File: src/rtl/ov7670_pkg.sv
// Shared types and constants for the OV7670 SCCB configuration sequencer.
package ov7670_pkg;

    typedef enum logic [2:0] {
        ST_IDLE     = 3'd0,
        ST_FETCH    = 3'd1,
        ST_CHECK    = 3'd2,
        ST_ISSUE    = 3'd3,
        ST_WAIT_ACK = 3'd4,
        ST_DELAY    = 3'd5,
        ST_DONE     = 3'd6,
        ST_ERROR    = 3'd7
    } cfg_state_t;

    // One register-table entry: {register address, value}.
    typedef struct packed {
        logic [7:0] addr;
        logic [7:0] val;
    } cfg_entry_t;

    // Table markers; neither is a legal {reg, val} write in this table.
    localparam logic [15:0] CFG_END   = 16'hFFFF;
    localparam logic [15:0] CFG_DELAY = 16'hFFF0;

    // OV7670 register addresses.
    localparam logic [7:0] VREF   = 8'h03;
    localparam logic [7:0] COM1   = 8'h04;
    localparam logic [7:0] COM3   = 8'h0C;
    localparam logic [7:0] COM5   = 8'h0E;
    localparam logic [7:0] COM6   = 8'h0F;
    localparam logic [7:0] CLKRC  = 8'h11;
    localparam logic [7:0] COM7   = 8'h12;
    localparam logic [7:0] COM9   = 8'h14;
    localparam logic [7:0] HSTART = 8'h17;
    localparam logic [7:0] HSTOP  = 8'h18;
    localparam logic [7:0] VSTRT  = 8'h19;
    localparam logic [7:0] VSTOP  = 8'h1A;
    localparam logic [7:0] HREF   = 8'h32;
    localparam logic [7:0] TSLB   = 8'h3A;
    localparam logic [7:0] COM13  = 8'h3D;
    localparam logic [7:0] COM14  = 8'h3E;
    localparam logic [7:0] COM15  = 8'h40;
    localparam logic [7:0] MTX1   = 8'h4F;
    localparam logic [7:0] MTX2   = 8'h50;
    localparam logic [7:0] MTX3   = 8'h51;
    localparam logic [7:0] MTX4   = 8'h52;
    localparam logic [7:0] MTX5   = 8'h53;
    localparam logic [7:0] MTX6   = 8'h54;
    localparam logic [7:0] MTXS   = 8'h58;
    localparam logic [7:0] RGB444 = 8'h8C;

    // Build a write entry from an address and a value.
    function automatic cfg_entry_t cfg_wr(input logic [7:0] a, input logic [7:0] v);
        cfg_entry_t e;
        e.addr = a;
        e.val  = v;
        return e;
    endfunction

endpackage

File: src/rtl/ov7670_reg_rom.sv
// Synchronous-read register table: RGB565 / QVGA bring-up, or a short
// four-write table without an END marker for index-limit testing.
module ov7670_reg_rom
    import ov7670_pkg::*;
#(
    parameter int unsigned IDX_W      = 6,
    parameter bit          TEST_TABLE = 1'b0
) (
    input  logic             clk_i,
    input  logic             rst_ni,
    input  logic [IDX_W-1:0] idx_i,
    output cfg_entry_t       entry_o
);

    cfg_entry_t entry_d;
    cfg_entry_t entry_q;

    // Table lookup; unlisted indices read as END.
    always_comb begin
        entry_d = cfg_entry_t'(CFG_END);
        if (TEST_TABLE) begin
            case (32'(idx_i))
                0:       entry_d = cfg_wr(COM7,  8'h80);
                1:       entry_d = cfg_wr(COM7,  8'h04);
                2:       entry_d = cfg_wr(COM15, 8'hD0);
                3:       entry_d = cfg_wr(CLKRC, 8'h00);
                default: entry_d = cfg_entry_t'(CFG_END);
            endcase
        end else begin
            case (32'(idx_i))
                0:       entry_d = cfg_wr(COM7,   8'h80);  // soft reset
                1:       entry_d = cfg_entry_t'(CFG_DELAY);
                2:       entry_d = cfg_wr(COM7,   8'h04);  // RGB output
                3:       entry_d = cfg_wr(CLKRC,  8'h00);
                4:       entry_d = cfg_wr(COM3,   8'h00);
                5:       entry_d = cfg_wr(COM14,  8'h00);
                6:       entry_d = cfg_wr(RGB444, 8'h00);
                7:       entry_d = cfg_wr(COM1,   8'h00);
                8:       entry_d = cfg_wr(COM15,  8'hD0);  // RGB565, full range
                9:       entry_d = cfg_wr(TSLB,   8'h04);
                10:      entry_d = cfg_wr(COM9,   8'h38);
                11:      entry_d = cfg_wr(MTX1,   8'hB3);
                12:      entry_d = cfg_wr(MTX2,   8'hB3);
                13:      entry_d = cfg_wr(MTX3,   8'h00);
                14:      entry_d = cfg_wr(MTX4,   8'h3D);
                15:      entry_d = cfg_wr(MTX5,   8'hA7);
                16:      entry_d = cfg_wr(MTX6,   8'hE4);
                17:      entry_d = cfg_wr(MTXS,   8'h9E);
                18:      entry_d = cfg_wr(COM13,  8'hC0);
                19:      entry_d = cfg_wr(HSTART, 8'h14);
                20:      entry_d = cfg_wr(HSTOP,  8'h02);
                21:      entry_d = cfg_wr(HREF,   8'h80);
                22:      entry_d = cfg_wr(VSTRT,  8'h03);
                23:      entry_d = cfg_wr(VSTOP,  8'h7B);
                24:      entry_d = cfg_wr(VREF,   8'h0A);
                25:      entry_d = cfg_wr(COM5,   8'h61);
                26:      entry_d = cfg_wr(COM6,   8'h4B);
                27:      entry_d = cfg_wr(COM14,  8'h19);  // QVGA scaling
                28:      entry_d = cfg_wr(COM3,   8'h04);
                29:      entry_d = cfg_entry_t'(CFG_END);
                default: entry_d = cfg_entry_t'(CFG_END);
            endcase
        end
    end

    // Registered read port: data valid one cycle after the index.
    always_ff @(posedge clk_i or negedge rst_ni) begin
        if (!rst_ni) entry_q <= '0;
        else         entry_q <= entry_d;
    end

    assign entry_o = entry_q;

endmodule

File: src/rtl/ov7670_cfg_seq.sv
// Walks the OV7670 register table and hands one {reg, val} write at a time
// to the SCCB master, inserting settle delays and a per-transfer timeout.
module ov7670_cfg_seq
    import ov7670_pkg::*;
#(
    parameter int unsigned ROM_DEPTH      = 64,
    parameter int unsigned DELAY_CYCLES   = 100_000,
    parameter int unsigned TIMEOUT_CYCLES = 50_000,
    parameter bit          TEST_ROM       = 1'b0
) (
    input  logic       Clk,
    input  logic       rst_n,
    input  logic       start,
    input  logic       i2c_busy,
    input  logic       i2c_done,
    output logic       i2c_start,
    output logic [7:0] i2c_reg,
    output logic [7:0] i2c_data,
    output logic       busy,
    output logic       cfg_done,
    output logic       cfg_err
);

    localparam int unsigned IDX_W   = (ROM_DEPTH > 1) ? $clog2(ROM_DEPTH) : 1;
    localparam int unsigned CNT_MAX = (DELAY_CYCLES > TIMEOUT_CYCLES) ? DELAY_CYCLES
                                                                      : TIMEOUT_CYCLES;
    localparam int unsigned CNT_W   = (CNT_MAX > 1) ? $clog2(CNT_MAX) : 1;

    localparam logic [IDX_W-1:0] IDX_LAST     = IDX_W'(ROM_DEPTH - 1);
    localparam logic [CNT_W-1:0] DELAY_LOAD   = CNT_W'(DELAY_CYCLES - 1);
    localparam logic [CNT_W-1:0] TIMEOUT_LOAD = CNT_W'(TIMEOUT_CYCLES - 1);

    cfg_state_t       state_q, state_d;
    logic [IDX_W-1:0] idx_q, idx_d;
    logic [CNT_W-1:0] cnt_q, cnt_d;
    logic             i2c_start_q, i2c_start_d;
    logic [7:0]       i2c_reg_q, i2c_reg_d;
    logic [7:0]       i2c_data_q, i2c_data_d;
    logic             busy_q, busy_d;
    logic             cfg_done_q, cfg_done_d;
    logic             cfg_err_q, cfg_err_d;

    cfg_entry_t rom_entry;
    logic       is_end, is_delay, idx_last, cnt_zero;

    // SCCB busy is informational only; the handshake uses i2c_done.
    logic unused_i2c_busy;
    assign unused_i2c_busy = i2c_busy;

    ov7670_reg_rom #(
        .IDX_W      (IDX_W),
        .TEST_TABLE (TEST_ROM)
    ) u_rom (
        .clk_i   (Clk),
        .rst_ni  (rst_n),
        .idx_i   (idx_q),
        .entry_o (rom_entry)
    );

    assign is_end   = (rom_entry == CFG_END);
    assign is_delay = (rom_entry == CFG_DELAY);
    assign idx_last = (idx_q == IDX_LAST);
    assign cnt_zero = (cnt_q == '0);

    // State register.
    always_ff @(posedge Clk or negedge rst_n) begin
        if (!rst_n) state_q <= ST_IDLE;
        else        state_q <= state_d;
    end

    // Next-state decode; the table index never wraps past the last entry.
    always_comb begin
        state_d = state_q;
        case (state_q)
            ST_IDLE, ST_DONE, ST_ERROR: if (start) state_d = ST_FETCH;
            ST_FETCH: state_d = ST_CHECK;
            ST_CHECK: begin
                if (is_end)        state_d = ST_DONE;
                else if (is_delay) state_d = ST_DELAY;
                else               state_d = ST_ISSUE;
            end
            ST_ISSUE: state_d = ST_WAIT_ACK;
            ST_WAIT_ACK: begin
                if (i2c_done)      state_d = idx_last ? ST_DONE : ST_FETCH;
                else if (cnt_zero) state_d = ST_ERROR;
            end
            ST_DELAY: if (cnt_zero) state_d = idx_last ? ST_DONE : ST_FETCH;
            default: state_d = ST_IDLE;
        endcase
    end

    // Datapath and output next values; flags follow the state being entered.
    always_comb begin
        idx_d       = idx_q;
        cnt_d       = cnt_q;
        i2c_reg_d   = i2c_reg_q;
        i2c_data_d  = i2c_data_q;
        i2c_start_d = (state_d == ST_ISSUE);
        busy_d      = (state_d inside {ST_FETCH, ST_CHECK, ST_ISSUE, ST_WAIT_ACK, ST_DELAY});
        cfg_done_d  = (state_d == ST_DONE);
        cfg_err_d   = (state_d == ST_ERROR);
        case (state_q)
            ST_IDLE, ST_DONE, ST_ERROR: if (start) idx_d = '0;
            ST_CHECK: begin
                if (is_delay) begin
                    cnt_d = DELAY_LOAD;
                end else if (!is_end) begin
                    i2c_reg_d  = rom_entry.addr;
                    i2c_data_d = rom_entry.val;
                end
            end
            ST_ISSUE: cnt_d = TIMEOUT_LOAD;
            ST_WAIT_ACK: begin
                if (i2c_done) begin
                    if (!idx_last) idx_d = idx_q + IDX_W'(1);
                end else if (!cnt_zero) begin
                    cnt_d = cnt_q - CNT_W'(1);
                end
            end
            ST_DELAY: begin
                if (cnt_zero) begin
                    if (!idx_last) idx_d = idx_q + IDX_W'(1);
                end else begin
                    cnt_d = cnt_q - CNT_W'(1);
                end
            end
            default: ;
        endcase
    end

    // Datapath and output registers.
    always_ff @(posedge Clk or negedge rst_n) begin
        if (!rst_n) begin
            idx_q       <= '0;
            cnt_q       <= '0;
            i2c_start_q <= 1'b0;
            i2c_reg_q   <= 8'h00;
            i2c_data_q  <= 8'h00;
            busy_q      <= 1'b0;
            cfg_done_q  <= 1'b0;
            cfg_err_q   <= 1'b0;
        end else begin
            idx_q       <= idx_d;
            cnt_q       <= cnt_d;
            i2c_start_q <= i2c_start_d;
            i2c_reg_q   <= i2c_reg_d;
            i2c_data_q  <= i2c_data_d;
            busy_q      <= busy_d;
            cfg_done_q  <= cfg_done_d;
            cfg_err_q   <= cfg_err_d;
        end
    end

    assign i2c_start = i2c_start_q;
    assign i2c_reg   = i2c_reg_q;
    assign i2c_data  = i2c_data_q;
    assign busy      = busy_q;
    assign cfg_done  = cfg_done_q;
    assign cfg_err   = cfg_err_q;

endmodule
File: config.mk
export PLATFORM = sky130hd
export DESIGN_NAME = ov7670_cfg_seq
export DESIGN_NICKNAME = d
export VERILOG_FILES = /design/src/rtl/ov7670_pkg.sv /design/src/rtl/ov7670_reg_rom.sv /design/src/rtl/ov7670_cfg_seq.sv
export SDC_FILE = /design/constraint.sdc
export NUM_CORES = 1
export LEC_CHECK = 0
export BUFFER_PORTS_ARGS = -buffer_cell sky130_fd_sc_hd__clkbuf_2
export CAP_MARGIN = 20
export CORE_ASPECT_RATIO = 0.7
export CORE_MARGIN = 8
export CORE_UTILIZATION = 40
export CTS_CLUSTER_DIAMETER = 80
export DETAILED_ROUTE_END_ITERATION = 10
export PLACE_DENSITY = 0.7
export SYNTH_ARGS = -nofsm -noshare
export SYNTH_HDL_FRONTEND = slang
export SYNTH_SLANG_ARGS = --single-unit
File: constraint.sdc
create_clock -name Clk -period 2.15 [get_ports Clk]
set_input_delay 0.3225 -clock Clk [delete_from_list [all_inputs] [get_ports Clk]]
set_output_delay 0.3225 -clock Clk [all_outputs]
set_load 0.02 [all_outputs]
==> qor.yml <==
status:
  status: "complete, but fails checks"
  violations: "hold timing, setup timing"
floorplan:
  num_rows: 30
  chipWidth_um: 133
  core_region_area_sq_um: 9500
  initial_core_util_pct: 40.2
  die_h_um: 97.8
  dieArea_sq_um: 13000
  pin_count: 25
setup_path:
  critPathMaxStageDelay_ns: 0.42
  path_depth: 7
  reg2reg_depth: 7
  crit_family: "simple AND/OR/NAND/NOR gates"
  crit_type: "reg -> reg"
  r2r_slack_ns: -0.02
  worstPathBufferInverterCount: 1
  critical-path-slowest-cell: "or3_4"
  r2r_start: "cnt_q[3]"
  cp-end-kind: "register"
  r2r-end: "cfg_err"
  startpoint_type: "register"
  crit_path_cell_trace: "or3_4 -> nor4_4 -> buf_4 -> a21oi_2 -> or3b_1 -> and2_4 -> nor3b_2"
  cp_data_arrival_time_ns: 2.39
  cp.required_ns: 2.37
  cp_max_fo: 5
cts:
  cts_hold_buffers: 0
  clock_sinks: 62
  cts_root_buffer: "clkbuf_16"
  cts_tree: "built"
  clk_latency_ns: 0.33
  clkTransAtPathRegs_ns: 0.06
  clockBufferDepth: 2
  htreeDepth: 3
  numCtsBuffers: 9
timing:
  finalWorstSetupSlack_ns: -0.0211
  hold_ws_ns: -0.0205
  slew_viol_final: 0
  tightest_slew_ns: 0.701
  period_share_pct: 101
  setup_viol: 2
  max_freq_ghz: 0.461
  hold_viol: 12
  clock_skew_ns: 0.00922
  rsz0062_at_grt: "yes"
  relSlewSlack_pct: 53.2
  period_needed_ns: 2.17
placed_design:
  dp_hpwl_mm: 6.76
  dp_slack_ns: -0.120
  port_buffers: 23
  gp_congestion: 0.890
  dpl.cell_count: 590
global_route:
  grt_pass1_vias: 3279
  antenna_found_initial: 0
  grt_usage_pct: 15.4
  grt_max_degree: 63
  gr-total-overflow: 0
  grt_pass1_wl_mm: 16.6
cells_and_area:
  final_cell_count_no_fill: 608
  top_register: "cnt_q"
  nets: 490
  n_fill_cell: 844
  largest_reg_flops: 17
  layout-drive-gt1-share_pct: 28.7
  synthToLayoutAreaGrowth_pct: 24.4
  antenna_cells: 0
job:
  maxCapViolCount: 0
route:
  detail-route-antenna-nets: 0
  drt_iter0_markers: 328
  wl_mm: 10.0
  drc: 0
  dr.pass1.iters: 6
  avgViaCountPerCell: 5.79
  wire_per_inst_um: 16.5
  num_vias: 3523
synth:
  yosysTopAreaCellShare_pct: 40.6
  synth_seq_area_share_pct: 40.6
  ys_ff_latch: 62
  synth_edf_count: 0
  ys_warn_count: 0
  syn_avg_cell_area_sq_um: 9.05
  synth_top_cell_by_area: "dfrtp_1"
  async_flop_share_pct: 100
  synth_area_leaders: "dfrtp_1, mux2_2, a21oi_1"
  syn-num-nets: 437
  syn-cell-area_sq_um: 3820
  synth_flop_cell: "dfrtp_1"
  yosysUniqueCellTypes: 66
  syn_inst: 422
pwr:
  peakVddDrop_v: 0.000510
  leakage_nw: 2.05
  power.density_nw_per_um2: 1230
  p_total_mw: 5.84
hold_path:
  worstHoldPathType: "in -> async"
## per-stage QoR
stage               utilization (%)  TNS (ns)  area (sq um)
global placement               45.8    -0.390          4350
floorplan                         -         0          3830
global route                   50.1    -0.443          4750
detailed placement             45.8    -0.887          4350
CTS                            49.1         0          4670
finish                         50.1   -0.0415          4750
## worst max path at each step
stage	start	end
finish	cnt_q[3]	cfg_err
CTS	cnt_q[5]	cfg_done
floorplan	u_rom.entry_o[1]	cnt_q[14]
detailed placement	cnt_q[5]	cnt_q[13]
global placement	cnt_q[5]	cnt_q[15]
global route	cnt_q[3]	cfg_done
## kinds of logic (layout without fill, tap and decap cells)
group	after synthesis	after routing	synth area share, %
xor gates and xnor gates	7	7	1.60
DFF	62	62	40.6
and+or+nand+nor	175	175	26.1
AOI/OAI and AO/OA	104	104	17.9
adders and majority gates	10	10	3.27
muxes	22	22	6.29
buffers and inverters	42	100	4.26
## timing repair
| item | in CTS | in global routing |
|---|---|---|
| cloned | 0 | 0 |
| setup endpoints to repair | 16 | 17 |
| gates resized for setup | 9 | 14 |
| pin swaps | 1 | 10 |
| buffers inserted | 0 | 2 |
## cells in the final DEF (no fill, tap or decap), types with 4 or more instances in the layout
cell type,instances
nand4_1,7
clkbuf_16,9
a31oi_1,5
nand2_1,31
clkbuf_2,23
o21ai_0,18
nor2b_1,9
nand2b_1,9
inv_1,12
nor3_1,14
nor4_4,4
dfrtp_1,62
buf_4,46
mux2i_1,6
o211ai_1,9
nor4_1,5
a21oi_1,32
and2_1,5
mux2_2,16
ha_1,10
xor2_1,5
nand3_1,10
nor2_1,39
## synthesized netlist by cell type (all sizes together), types with 3 or more instances
library cell and count:
a211oi 3, a21o 3, a21oi 34, a221o 3, a31oi 5, and2 6, and3 3, buf 11
clkbuf 18, dfrtp 62, ha 10, inv 13, mux2 16, mux2i 6, nand2 32, nand2b 9
nand3 12, nand4 7, nand4b 3, nor2 42, nor2b 9, nor3 18, nor3b 4, nor4 11
o211ai 9, o21ai 20, o221ai 3, o22ai 3, or2 3, or3 6, or4 4, xor2 5
## area by class of cell
class	instances	area, sq um	share of cell area [%]
Timing Repair Buffer	71	492	10.3
Multi-Input combinational cell	318	2220	46.7
Tap cell	128	160	3.37
Clock inverter	7	55.1	1.16
Inverter	13	48.8	1.03
Sequential cell	62	1550	32.6
Clock buffer	9	225	4.74
## power breakdown
group          internal (mW)  switching [mW]
sequential              1.43           0.163
clock                  0.795           0.585
combinational           1.17            1.70
## layer usage
metal | routed length (um) | track usage [%] | vias up | part of all wire [%]
li1 | - | - | 1650 | -
met1 | 4660 | 21.5 | 1723 | 46
met2 | 4580 | 23.0 | 129 | 46
met3 | 578 | 2.67 | 21 | 5.8
met4 | 216 | 6.00 | 0 | 2.2
met5 | 0 | 0 | - | 0
Power figures use the tool's default switching activity.
